**src/rtl/reg_dest_scoreboard.sv**
```systemverilog
// reg_dest_scoreboard: tracks in-flight register writes from issue to write-back and raises the decode stall
module reg_dest_scoreboard #(
  parameter int ADDR_W    = 5,
  parameter int CNT_W     = 2,
  parameter bit WB_BYPASS = 1'b1
) (
  input  logic                 clk,
  input  logic                 rst,
  input  logic                 issue_valid,
  input  logic                 issue_wr_en,
  input  logic [ADDR_W-1:0]    issue_rd,
  input  logic [ADDR_W-1:0]    issue_rs,
  input  logic [ADDR_W-1:0]    issue_rt,
  input  logic                 issue_use_rs,
  input  logic                 issue_use_rt,
  input  logic                 wb_valid,
  input  logic [ADDR_W-1:0]    wb_rd,
  output logic                 stall,
  output logic [2**ADDR_W-1:0] busy,
  output logic                 err
);
  localparam int N = 2**ADDR_W;
  localparam logic [CNT_W-1:0] MAX = '1;
  localparam logic [CNT_W-1:0] ONE = CNT_W'(1);
  logic [CNT_W-1:0] r_cnt [N];
  logic [CNT_W-1:0] w_nxt [N];
  logic [N-1:0] r_busy, w_busy_nxt, w_inc_oh, w_dec_oh;
  logic r_err;
  logic w_rs_hit, w_rt_hit, w_full, w_inc, w_dec, w_ill;
  // a source retiring this cycle with its last pending write is forwarded from write-back
  assign w_rs_hit = issue_rs != '0 && r_cnt[issue_rs] != '0 &&
                    !(WB_BYPASS && wb_valid && wb_rd == issue_rs && r_cnt[issue_rs] == ONE);
  assign w_rt_hit = issue_rt != '0 && r_cnt[issue_rt] != '0 &&
                    !(WB_BYPASS && wb_valid && wb_rd == issue_rt && r_cnt[issue_rt] == ONE);
  // a saturated destination may still issue when the same register retires this cycle
  assign w_full   = issue_wr_en && issue_rd != '0 && r_cnt[issue_rd] == MAX &&
                    !(wb_valid && wb_rd == issue_rd);
  assign stall    = issue_valid && ((issue_use_rs && w_rs_hit) || (issue_use_rt && w_rt_hit) || w_full);
  assign w_inc    = issue_valid && !stall && issue_wr_en && issue_rd != '0;
  assign w_dec    = wb_valid && wb_rd != '0 && r_cnt[wb_rd] != '0;
  assign w_ill    = wb_valid && wb_rd != '0 && r_cnt[wb_rd] == '0 && !(w_inc && issue_rd == wb_rd);
  assign w_inc_oh = {{(N-1){1'b0}}, w_inc} << issue_rd;
  assign w_dec_oh = {{(N-1){1'b0}}, w_dec} << wb_rd;
  assign busy     = r_busy;
  assign err      = r_err;
  // per-register next count; a same-register issue and retire cancel out
  always_comb begin
    for (int i = 0; i < N; i++) begin
      w_nxt[i]      = (w_inc_oh[i] && !w_dec_oh[i]) ? r_cnt[i] + ONE :
                      (w_dec_oh[i] && !w_inc_oh[i]) ? r_cnt[i] - ONE : r_cnt[i];
      w_busy_nxt[i] = w_nxt[i] != '0;
    end
  end
  // counter, busy and sticky error registers
  always_ff @(posedge clk) begin
    if (rst) begin
      for (int i = 0; i < N; i++) r_cnt[i] <= '0;
      r_busy <= '0;
      r_err  <= 1'b0;
    end else begin
      for (int i = 0; i < N; i++) r_cnt[i] <= w_nxt[i];
      r_busy <= w_busy_nxt;
      r_err  <= r_err | w_ill;
    end
  end
endmodule
```
**config.mk**
```make
export PLATFORM = sky130hd
export DESIGN_NAME = reg_dest_scoreboard
export DESIGN_NICKNAME = d
export VERILOG_FILES = /design/src/rtl/reg_dest_scoreboard.sv
export SDC_FILE = /design/constraint.sdc
export NUM_CORES = 1
export LEC_CHECK = 0
export ABC_AREA = 1
export BUFFER_PORTS_ARGS = -buffer_cell sky130_fd_sc_hd__buf_4
export CORE_ASPECT_RATIO = 0.9
export CORE_MARGIN = 5
export CORE_UTILIZATION = 30
export DETAILED_ROUTE_END_ITERATION = 16
export SLEW_MARGIN = 20
export SYNTH_ARGS = -nofsm -noshare
export SYNTH_HDL_FRONTEND = slang
export SYNTH_SLANG_ARGS = --single-unit
```
**constraint.sdc**
```tcl
create_clock -name clk -period 2.2 [get_ports clk]
set_input_delay 0.11 -clock clk [delete_from_list [all_inputs] [get_ports clk]]
set_output_delay 0.11 -clock clk [all_outputs]
set_load 0.005 [all_outputs]
```
==> After elaboration in Yosys (flattened, before gate mapping) <==
Memories as Yosys holds them, arrays and structs flattened.
Cells that the tools add are included.
{ "totals": {"register_bits": 33, "ram_bits": 64, "inputBits": 27, "word_cells": 406, "mem_count": 1} }
{ "op_classes": {"add_sub_neg": 64, "n_eq_ne": 7, "n_shift": 2, "n_mux": 99, "bitwise_logic": 33, "reduce_logical": 198} }
{ "mem_list": {"columns": ["name", "words", "word_bits", "rd", "rd_clocked_by_memory_dff", "write_ports", "line_no", "source"], "rows": [
  ["r_cnt", 32, 2, 36, 0, 32, "25", "logic [CNT_W-1:0] r_cnt [N];"]
]} }
{ "op_table": {"columns": ["cell", "count"], "rows": [
  ["2-bit 2-to-1 mux", 96],
  ["1-bit logical AND", 87],
  ["2-bit nonzero test", 35],
  ["1-bit logical NOT", 69],
  ["2-bit by 1-bit adder with 2-bit output, second input constant", 32],
  ["1-bit by 5-bit << shifter with 32-bit output", 2],
  ["2-bit by 1-bit subtractor with 2-bit output, second input constant", 32],
  ["1-bit OR", 33],
  ["5-bit equality test", 4],
  ["5-bit nonzero test", 4],
  ["2-bit by 1-bit equality test with 1-bit output, second input constant", 2],
  ["1-bit 2-to-1 mux", 3],
  ["2-bit equality test, second input constant", 1],
  ["2-bit logical NOT", 1],
  ["1-bit logical OR", 2]
]} }

==> Longest topological paths before layout <==
Gate-level depths: netlist (run 1).
{ "logic_depth": {"ltp_word": 19, "mapped_depth": 22} }

==> Worst setup path after synthesis (run 1) <==
OpenSTA, ideal clock, no wires.
{ "synth_timing": {"path_type": "input to register", "startpoint": "input port issue_rt[1]", "endpoint": "register r_busy[19] (netlist: busy[19])", "setup_ns": 0.114, "arrival_ns": 1.906, "required_ns": 2.086, "path_slack_ns": 0.180, "cell_stages": 19, "n_path_buf": 2, "cell_sequence": "buf_4 inv_2 buf_4 nand3_1 nand2_1 nand2_1 nand3_1 nand2_1 nand2_1 nand2_1 nand3_2 nand3_2 nor2_8 nand2_4 nor2_8 nand3_1 xor2_1 nand2_1 nand2_1"} }
{ "synth_between": {"elab_chain_len": 19, "elab_cells_between_ends": 25, "cone_classes": "eq/ne: 2; shift: 1; mux: 2; reduce/logical: 19; memory: 1"} }
{ "synth_rtl": {"columns": ["item", "line_no", "source"], "rows": [
  ["start, declared", "13", "input logic [ADDR_W-1:0] issue_rt,"],
  ["memory 32 x 2 bit or 5-bit equality test (tied branches)", null, null],
  ["2-bit by 1-bit equality test with 1-bit output or 1-bit logical AND (tied branches)", "34", "!(WB_BYPASS && wb_valid && wb_rd == issue_rt && r_cnt[issue_rt] == ONE);"],
  ["1-bit logical AND", "34", null],
  ["1-bit logical NOT", "34", null],
  ["1-bit logical AND (*)", "33", "assign w_rt_hit = issue_rt != '0 && r_cnt[issue_rt] != '0 &&"],
  ["1-bit logical AND (*)", "38", "assign stall = issue_valid && ((issue_use_rs && w_rs_hit) || (issue_use_rt && w_rt_hit) || w_full);"],
  ["1-bit logical OR (*) (2 in a row)", "38", null],
  ["1-bit logical AND (*)", "38", null],
  ["1-bit logical NOT (*)", "39", "assign w_inc = issue_valid && !stall && issue_wr_en && issue_rd != '0;"],
  ["1-bit logical AND (*) (3 in a row)", "39", null],
  ["1-bit by 5-bit << shifter with 32-bit output (*)", "42", "assign w_inc_oh = {{(N-1){1'b0}}, w_inc} << issue_rd;"],
  ["1-bit logical NOT", "50", "(w_dec_oh[i] && !w_inc_oh[i]) ? r_cnt[i] - ONE : r_cnt[i];"],
  ["1-bit logical AND", "50", null],
  ["2-bit 2-to-1 mux", "50", null],
  ["2-bit 2-to-1 mux (*)", "49", "w_nxt[i] = (w_inc_oh[i] && !w_dec_oh[i]) ? r_cnt[i] + ONE :"],
  ["2-bit nonzero test (*)", "51", "w_busy_nxt[i] = w_nxt[i] != '0;"],
  ["end signal, assigned", "62", "r_busy <= w_busy_nxt;"],
  ["end, declared", "27", "logic [N-1:0] r_busy, w_busy_nxt, w_inc_oh, w_dec_oh;"]
]} }
Every way passes the cells marked *; elsewhere a longest branch is shown, timed or not.
A chain may end at the register's enable or synchronous reset.

==> qor.yml, run 1 <==
outcome:
  run_status: "finished, violations left"
  violations: "setup timing"
setup_path:
  max_stage_delay_ns: 0.34
  r2r_slack_ns: -0.25
  rr_worst_depth: 18
  criticalPathCategory: "flop to flop"
  worstPathMaxFanout: 4
  slowest_stage: "dfxtp_2"
  crit_top_cell: "nand2_1"
  cp_data_required_time_ns: 2.46
  crit_end: "busy[3]"
  setup.worst_path.start_class: "flop"
  path_cells: "buf_6 -> o211ai_1 -> nand3_1 -> nand3_1 -> nand2_1 -> nand2_2 -> nand2_2 -> nand3_4 -> nand4_1 -> nor2_2 -> buf_6 -> nand3_4 -> nand2_4 -> nand2_1 -> nand2_1 -> nand2_1 -> nand2_1 -> nand2_1"
  reg2reg_from: "r_cnt[16][0]"
  worstSetupStartpoint: "r_cnt[16][0]"
  critPathCaptureType: "flop"
  critical_path_arrival_ns: 2.71
  reg2reg_to: "busy[3]"
layout:
  final_nets: 1603
  stdcell_count: 1889
  design_area_um2: 11600
  syn_to_final_growth_pct: 57.2
  drive_gt1_share_pct: 40.4
  insertedDiodeCount: 0
  num-fill-cells: 2498
power:
  clock_power_share_pct: 36.7
  combPwrFrac_pct: 24.6
  ir_drop_uv: 290
  power.leakage_nw: 6.43
  power.density_nw_per_um2: 402
  switching_power_w: 0.00149
  swShare_pct: 32.2
  power_frac_seq_pct: 38.7
  power.internal_w: 0.00315
drt:
  drt-total-wl_um: 34200
  drt_first_pass_iters: 8
  drt-wirelength-per-cell_um: 18.1
  drcViolationCount: 0
  antenna_left: 0
  vias: 9767
  drt-initial-drc-count: 987
  avgViaCountPerCell: 5.17
sta:
  min_period_ns: 2.45
  finalSetupViolCount: 94
  drv_slew: 0
  finalCritPeriodShare_pct: 111
  rsz0062_at_grt: "true"
  slew_headroom_pct: 61.9
  holdWs_ns: 0.318
  fmax_ghz: 0.409
  finalHoldViolCount: 0
  fin_ws_ns: -0.247
  worstMarginPinSlew_ns: 0.570
  finClkSkew_ns: 0.0116
global_route:
  grt_pass1_wl_um: 50500
  grt_pass1_vias: 8952
  antenna_found_initial: 0
  grt_usage_pct: 23.7
  grt_overflow: 0
  grt_max_degree: 38
place:
  dp_hpwl_um: 25600
  dp.cells: 1839
  portBuffers: 60
  preCtsSetupSlack_ns: -0.594
  dpl_cell_area_um2: 9730
  place.gp.congestion: 1.02
logic_synthesis:
  netlist.top_cell.by_area: "dfxtp_1"
  ys_ff_latch: 97
  seq_area_frac_synth_pct: 26.4
  yosysWarnings: 0
  synth-edff-count: 0
  ys.flop_type: "dfxtp_1"
  synth.area.top_cells: "dfxtp_1 (26%), nand3_1 (25%), nand2_1 (23%), inv_1 (10%), nand4_1 (2.9%)"
  syn_nets: 1332
  synth_area_um2: 7350
  syn-mean-instance-area_um2: 5.64
  synthDistinctLibCells: 29
  netlist_instances: 1305
  synth_top_area_share_pct: 26.4
  synthTopCellsByCount: "nand2_1 (445), nand3_1 (369), inv_1 (200)"
  synthArstFlopShare_pct: 0
  yosysMostFrequentCell: "nand2_1"
floorplanning:
  start_util_pct: 30.4
  dieArea_um2: 27800
  ios: 61
  fp.coreArea_um2: 24200
  num_rows: 54
  die_w_um: 175
  die_y_um: 159
clock_tree:
  clockBufferDepth: 2
  cts-root-buf: "clkbuf_16"
  htreeDepth: 3
  clk_pin_slew_worst_paths_ns: 0.08
  cts_tree: "yes"
  clock-sinks: 97
  cts_buffers: 9
  worstSkewPairLatency_ns: 0.37
min_path:
  min_path_type: "input port to flop"
run:
  max-cap-violations: 0
## through the flow
stage	setup TNS, ns	util, %	power [W]
after detailed placement	-44.07	40.2	0.00281
after global placement	-45.91	40.2	0.00281
after global routing	-29.61	47.8	0.00482
after floorplan	0	-	0.00232
final	-16.38	47.8	0.00465
after CTS	-14.21	43.7	0.00457
## per-layer routing
| layer | global-route usage [%] | up-vias | routed length [um] |
|---|---|---|---|
| met5 | 0 | - | 0 |
| met4 | 6.21 | 0 | 845 |
| met3 | 5.48 | 75 | 3260 |
| met2 | 37.1 | 454 | 15000 |
| met1 | 33.1 | 4510 | 15100 |
| li1 | - | 4728 | - |
## final cells by class
| class | instances | area (um^2) | share of cell area, % |
|---|---|---|---|
| Multi-Input combinational cell | 942 | 5370 | 46.4 |
| Timing Repair Buffer | 312 | 2710 | 23.4 |
| Sequential cell | 97 | 1980 | 17.1 |
| Inverter | 214 | 818 | 7.08 |
| Tap cell | 308 | 385 | 3.33 |
| Clock buffer | 11 | 243 | 2.10 |
| Clock inverter | 5 | 62.6 | 0.541 |
## kinds of logic after synthesis
family / synth area share, %
DFF: 26.4
xor gates and xnor gates: 0.834
AOI/OAI and AO/OA: 3.11
buffers and inverters: 15.0
and+or+nand+nor: 54.7
## power groups by stage
stage	clock network, W	registers, W	logic (W)
2_1_floorplan	0	0.00184	0.000483
3_3_place_gp	0	0.00184	0.000972
3_5_place_dp	0	0.00184	0.000968
4_1_cts	0.00174	0.00180	0.00103
5_1_grt	0.00180	0.00180	0.00121
6_report	0.00170	0.00180	0.00114
## placed cells by master (no fill, tap or decap), types with 8 or more instances in the layout
master and instances:
o21ai_0 8, clkbuf_16 9, nand3_4 18, inv_2 57, nor2_4 10, inv_1 145, buf_6 26, nand3_1 259
buf_12 21, nand4_1 34, dfxtp_2 22, buf_4 264, nand3_2 94, nand2_2 74, nand2_1 361, dfxtp_1 72
a21oi_1 10, o21ai_1 8, nor2_1 20, nand2_4 12
## repair_timing
item,in CTS,in global routing
hold endpoints to repair,4,0
resized for setup,118,248
pin swaps,48,88
cloned,3,0
hold buffers,1,0
buffers inserted,8,25
endpoints found under the setup margin,94,94
## state kept, by name, indices dropped and copies added (netlist names)
register / cells
r_cnt: 64
busy: 32
err: 1
## how the worst min path moves through the flow
| stage | depth (start not counted) | from | slack [ns] | endpoint |
|---|---|---|---|---|
| floorplan | 1 | rst | 0.18 | busy[0] |
| global placement | 2 | rst | 0.34 | err |
| detailed placement | 2 | rst | 0.35 | r_cnt[0][1] |
| CTS | 6 | wb_valid | 0.30 | err |
| global route | 6 | issue_rd[4] | 0.35 | r_cnt[19][0] |
| finish | 6 | wb_valid | 0.32 | err |
## worst max-delay path, delay by kind of cell, from the launching register on
family | cells | cell delay, ns
AOI/OAI and AO/OA | 1 | 0.15
and+or+nand+nor | 15 | 1.56
buffers and inverters | 2 | 0.30
DFF | 1 | 0.34
(Power assumes the default switching activity.)
==> run 2, diff against run 1 <==
Settings changed: PLACE_DENSITY_LB_ADDON set to 0.1, SKIP_CTS_REPAIR_TIMING set to 1.
==> run 2 against run 1 <==
  * The run still ends with setup timing left
  * Largest cell class unchanged
  * Highest routed layer unchanged
  * Worst hold slack improved by 0.056 ns
  * Sequential share of layout area grew 0.76 points
  * Via count decreased by 3.2%
==> qor.yml, run 2 (same netlist as run 1, synthesis figures left out) <==
setup_path:
  cp_top_family: "simple AND/OR/NAND/NOR gates"
  slowest_stage: "dfxtp_2"
  rr_worst_depth: 19
  reg2reg_to: "busy[13]"
  worstSetupStartpoint: "r_cnt[7][0]"
  worstPathMaxFanout: 7
  cp_data_required_time_ns: 2.46
  path_cells: "buf_4 -> nand2_2 -> nand3_2 -> nand3_2 -> nand3_2 -> nand2_1 -> nand3_1 -> nand3_1 -> nand2_1 -> nand2_2 -> nand3_4 -> nor2_8 -> nand2_8 -> nor2_8 -> nand3_1 -> nand2_1 -> nand2_1 -> nand3_2 -> nand2_1"
  setup.worst_path.start_class: "flop"
  critPathCaptureType: "flop"
  reg2reg_from: "r_cnt[7][0]"
  crit_buf_inv: 1
  max_stage_delay_ns: 0.34
  crit_top_cell: "nand2_1"
  r2r_slack_ns: -0.24
  criticalPathCategory: "flop to flop"
  critical_path_arrival_ns: 2.70
clock_tree:
  cts_tree: "yes"
  clk_pin_slew_worst_paths_ns: 0.07
  htreeDepth: 3
  clockBufferDepth: 2
  clock-sinks: 97
  cts-root-buf: "clkbuf_16"
  worstSkewPairLatency_ns: 0.37
  cts_buffers: 9
sta:
  finalCritPeriodShare_pct: 111
  drv_slew: 0
  finalHoldViolCount: 0
  fin_ws_ns: -0.245
  fmax_ghz: 0.409
  finClkSkew_ns: 0.0137
  holdWs_ns: 0.374
  finalSetupViolCount: 94
  slew_headroom_pct: 67.4
  rsz0062_at_grt: "true"
  worstMarginPinSlew_ns: 0.489
  min_period_ns: 2.44
layout:
  largest_reg_flops: 64
  final_nets: 1587
  insertedDiodeCount: 0
  design_area_um2: 11200
  drive_gt1_share_pct: 37.8
  syn_to_final_growth_pct: 51.9
  mostFrequentLayoutCells: "nand2_1 (378), nand3_1 (286), buf_4 (263)"
  final_common_cell: "nand2_1"
  top_register: "r_cnt"
floorplanning:
  die_w_um: 175
  start_util_pct: 30.4
  dieArea_um2: 27800
  ios: 61
  fp.coreArea_um2: 24200
  die_y_um: 159
  num_rows: 54
min_path:
  hold_depth: 6
  holdCritStartpoint: "issue_rd[4]"
  min_path_type: "input port to flop"
  whs_endpoint: "r_cnt[19][0]"
drt:
  drt_first_pass_iters: 5
  antenna_left: 0
  drcViolationCount: 0
  vias: 9458
  drt-wirelength-per-cell_um: 18.4
  drt-total-wl_um: 34500
  wl_met2_um: 14900
  drt-met1-wl_um: 16400
  wl_met3_um: 2320
  avgViaCountPerCell: 5.05
  drt-initial-drc-count: 789
  topRoutingLayerUsed: "met4"
place:
  place.gp.congestion: 1.00
  dpl_cell_area_um2: 9600
  dp_hpwl_um: 25700
  portBuffers: 60
outcome:
  run_status: "finished, violations left"
  violations: "setup timing"
global_route:
  antenna_found_initial: 0
  grt_max_degree: 63
  grt_overflow: 0
  grt_pass1_wl_um: 50000
  grt_usage_pct: 23.8
  grt_pass1_vias: 8592
power:
  power_frac_seq_pct: 38.6
  power.density_nw_per_um2: 417
  ir_drop_uv: 425
  power.internal_w: 0.00323
  swShare_pct: 30.6
  switching_power_w: 0.00143
  clock_power_share_pct: 37.7
  power.leakage_nw: 6.29
  combPwrFrac_pct: 23.7
run:
  max-cap-violations: 0
run 2: cell count changes in the layout (fill, tap and decap cells not counted), moves of 4 or more:
cell,previous run,this run
inv_2,57,64
o21ai_1,8,3
buf_12,21,15
nand2_2,74,57
dfxtp_2,22,30
nand3_1,259,286
dfxtp_1,72,62
nand3_4,18,14
buf_6,26,15
inv_4,6,0
nand3_2,94,71
nand2_1,361,378
run 2: area by class of cell:
type / instances / area [um^2]
fillers: 2580 / 13000
multi-input cells: 943 / 5190
repair buffers: 295 / 2470
flip-flops and latches: 97 / 2000
inverters: 214 / 803
well taps: 308 / 385
clock buffers: 10 / 239
clock inverters: 6 / 90.1
run 2: worst max path at each step:
stage,cells after the start,slack [ns],endpoint
final,19,-0.24,busy[13]
after global routing,19,-0.39,busy[19]
after CTS,18,-0.43,busy[9]
after detailed placement,18,-0.50,busy[3]
after global placement,18,-0.50,busy[3]
after floorplan,19,0.18,busy[19]
run 2: tightest hold or removal path, stage by stage:
cell and delay (ns):
buf_4 0.14, buf_4 0.19, nand3_4 0.10, xor2_1 0.06, nand2_1 0.07, inv_1 0.04
run 2: power by group through the flow:
stage	logic, W	clock network [W]	registers, W
after floorplan	0.000483	0	0.00184
after global placement	0.000957	0	0.00184
after detailed placement	0.000952	0	0.00184
after CTS	0.000957	0.00184	0.00180
after global routing	0.00117	0.00189	0.00180
final	0.00110	0.00175	0.00180
run 2: routing by layer:
layer | vias up | global-route usage [%]
li1 | 4698 | -
met1 | 4366 | 33.5
met2 | 335 | 36.8
met3 | 59 | 5.01
met4 | 0 | 6.99
met5 | - | 0
run 2: through the flow:
stage                     cells  TNS [ns]  power (W)  setup WS, ns  utilization [%]
after global routing       1873    -29.41    0.00487        -0.394             46.2
after detailed placement   1830    -33.93    0.00279        -0.497             39.7
after floorplan            1305         0    0.00232         0.180                -
after CTS                  1846    -25.36    0.00459        -0.428             41.1
final                      1873    -14.03    0.00466        -0.245             46.2
after global placement     1830    -33.37    0.00280        -0.498             39.7
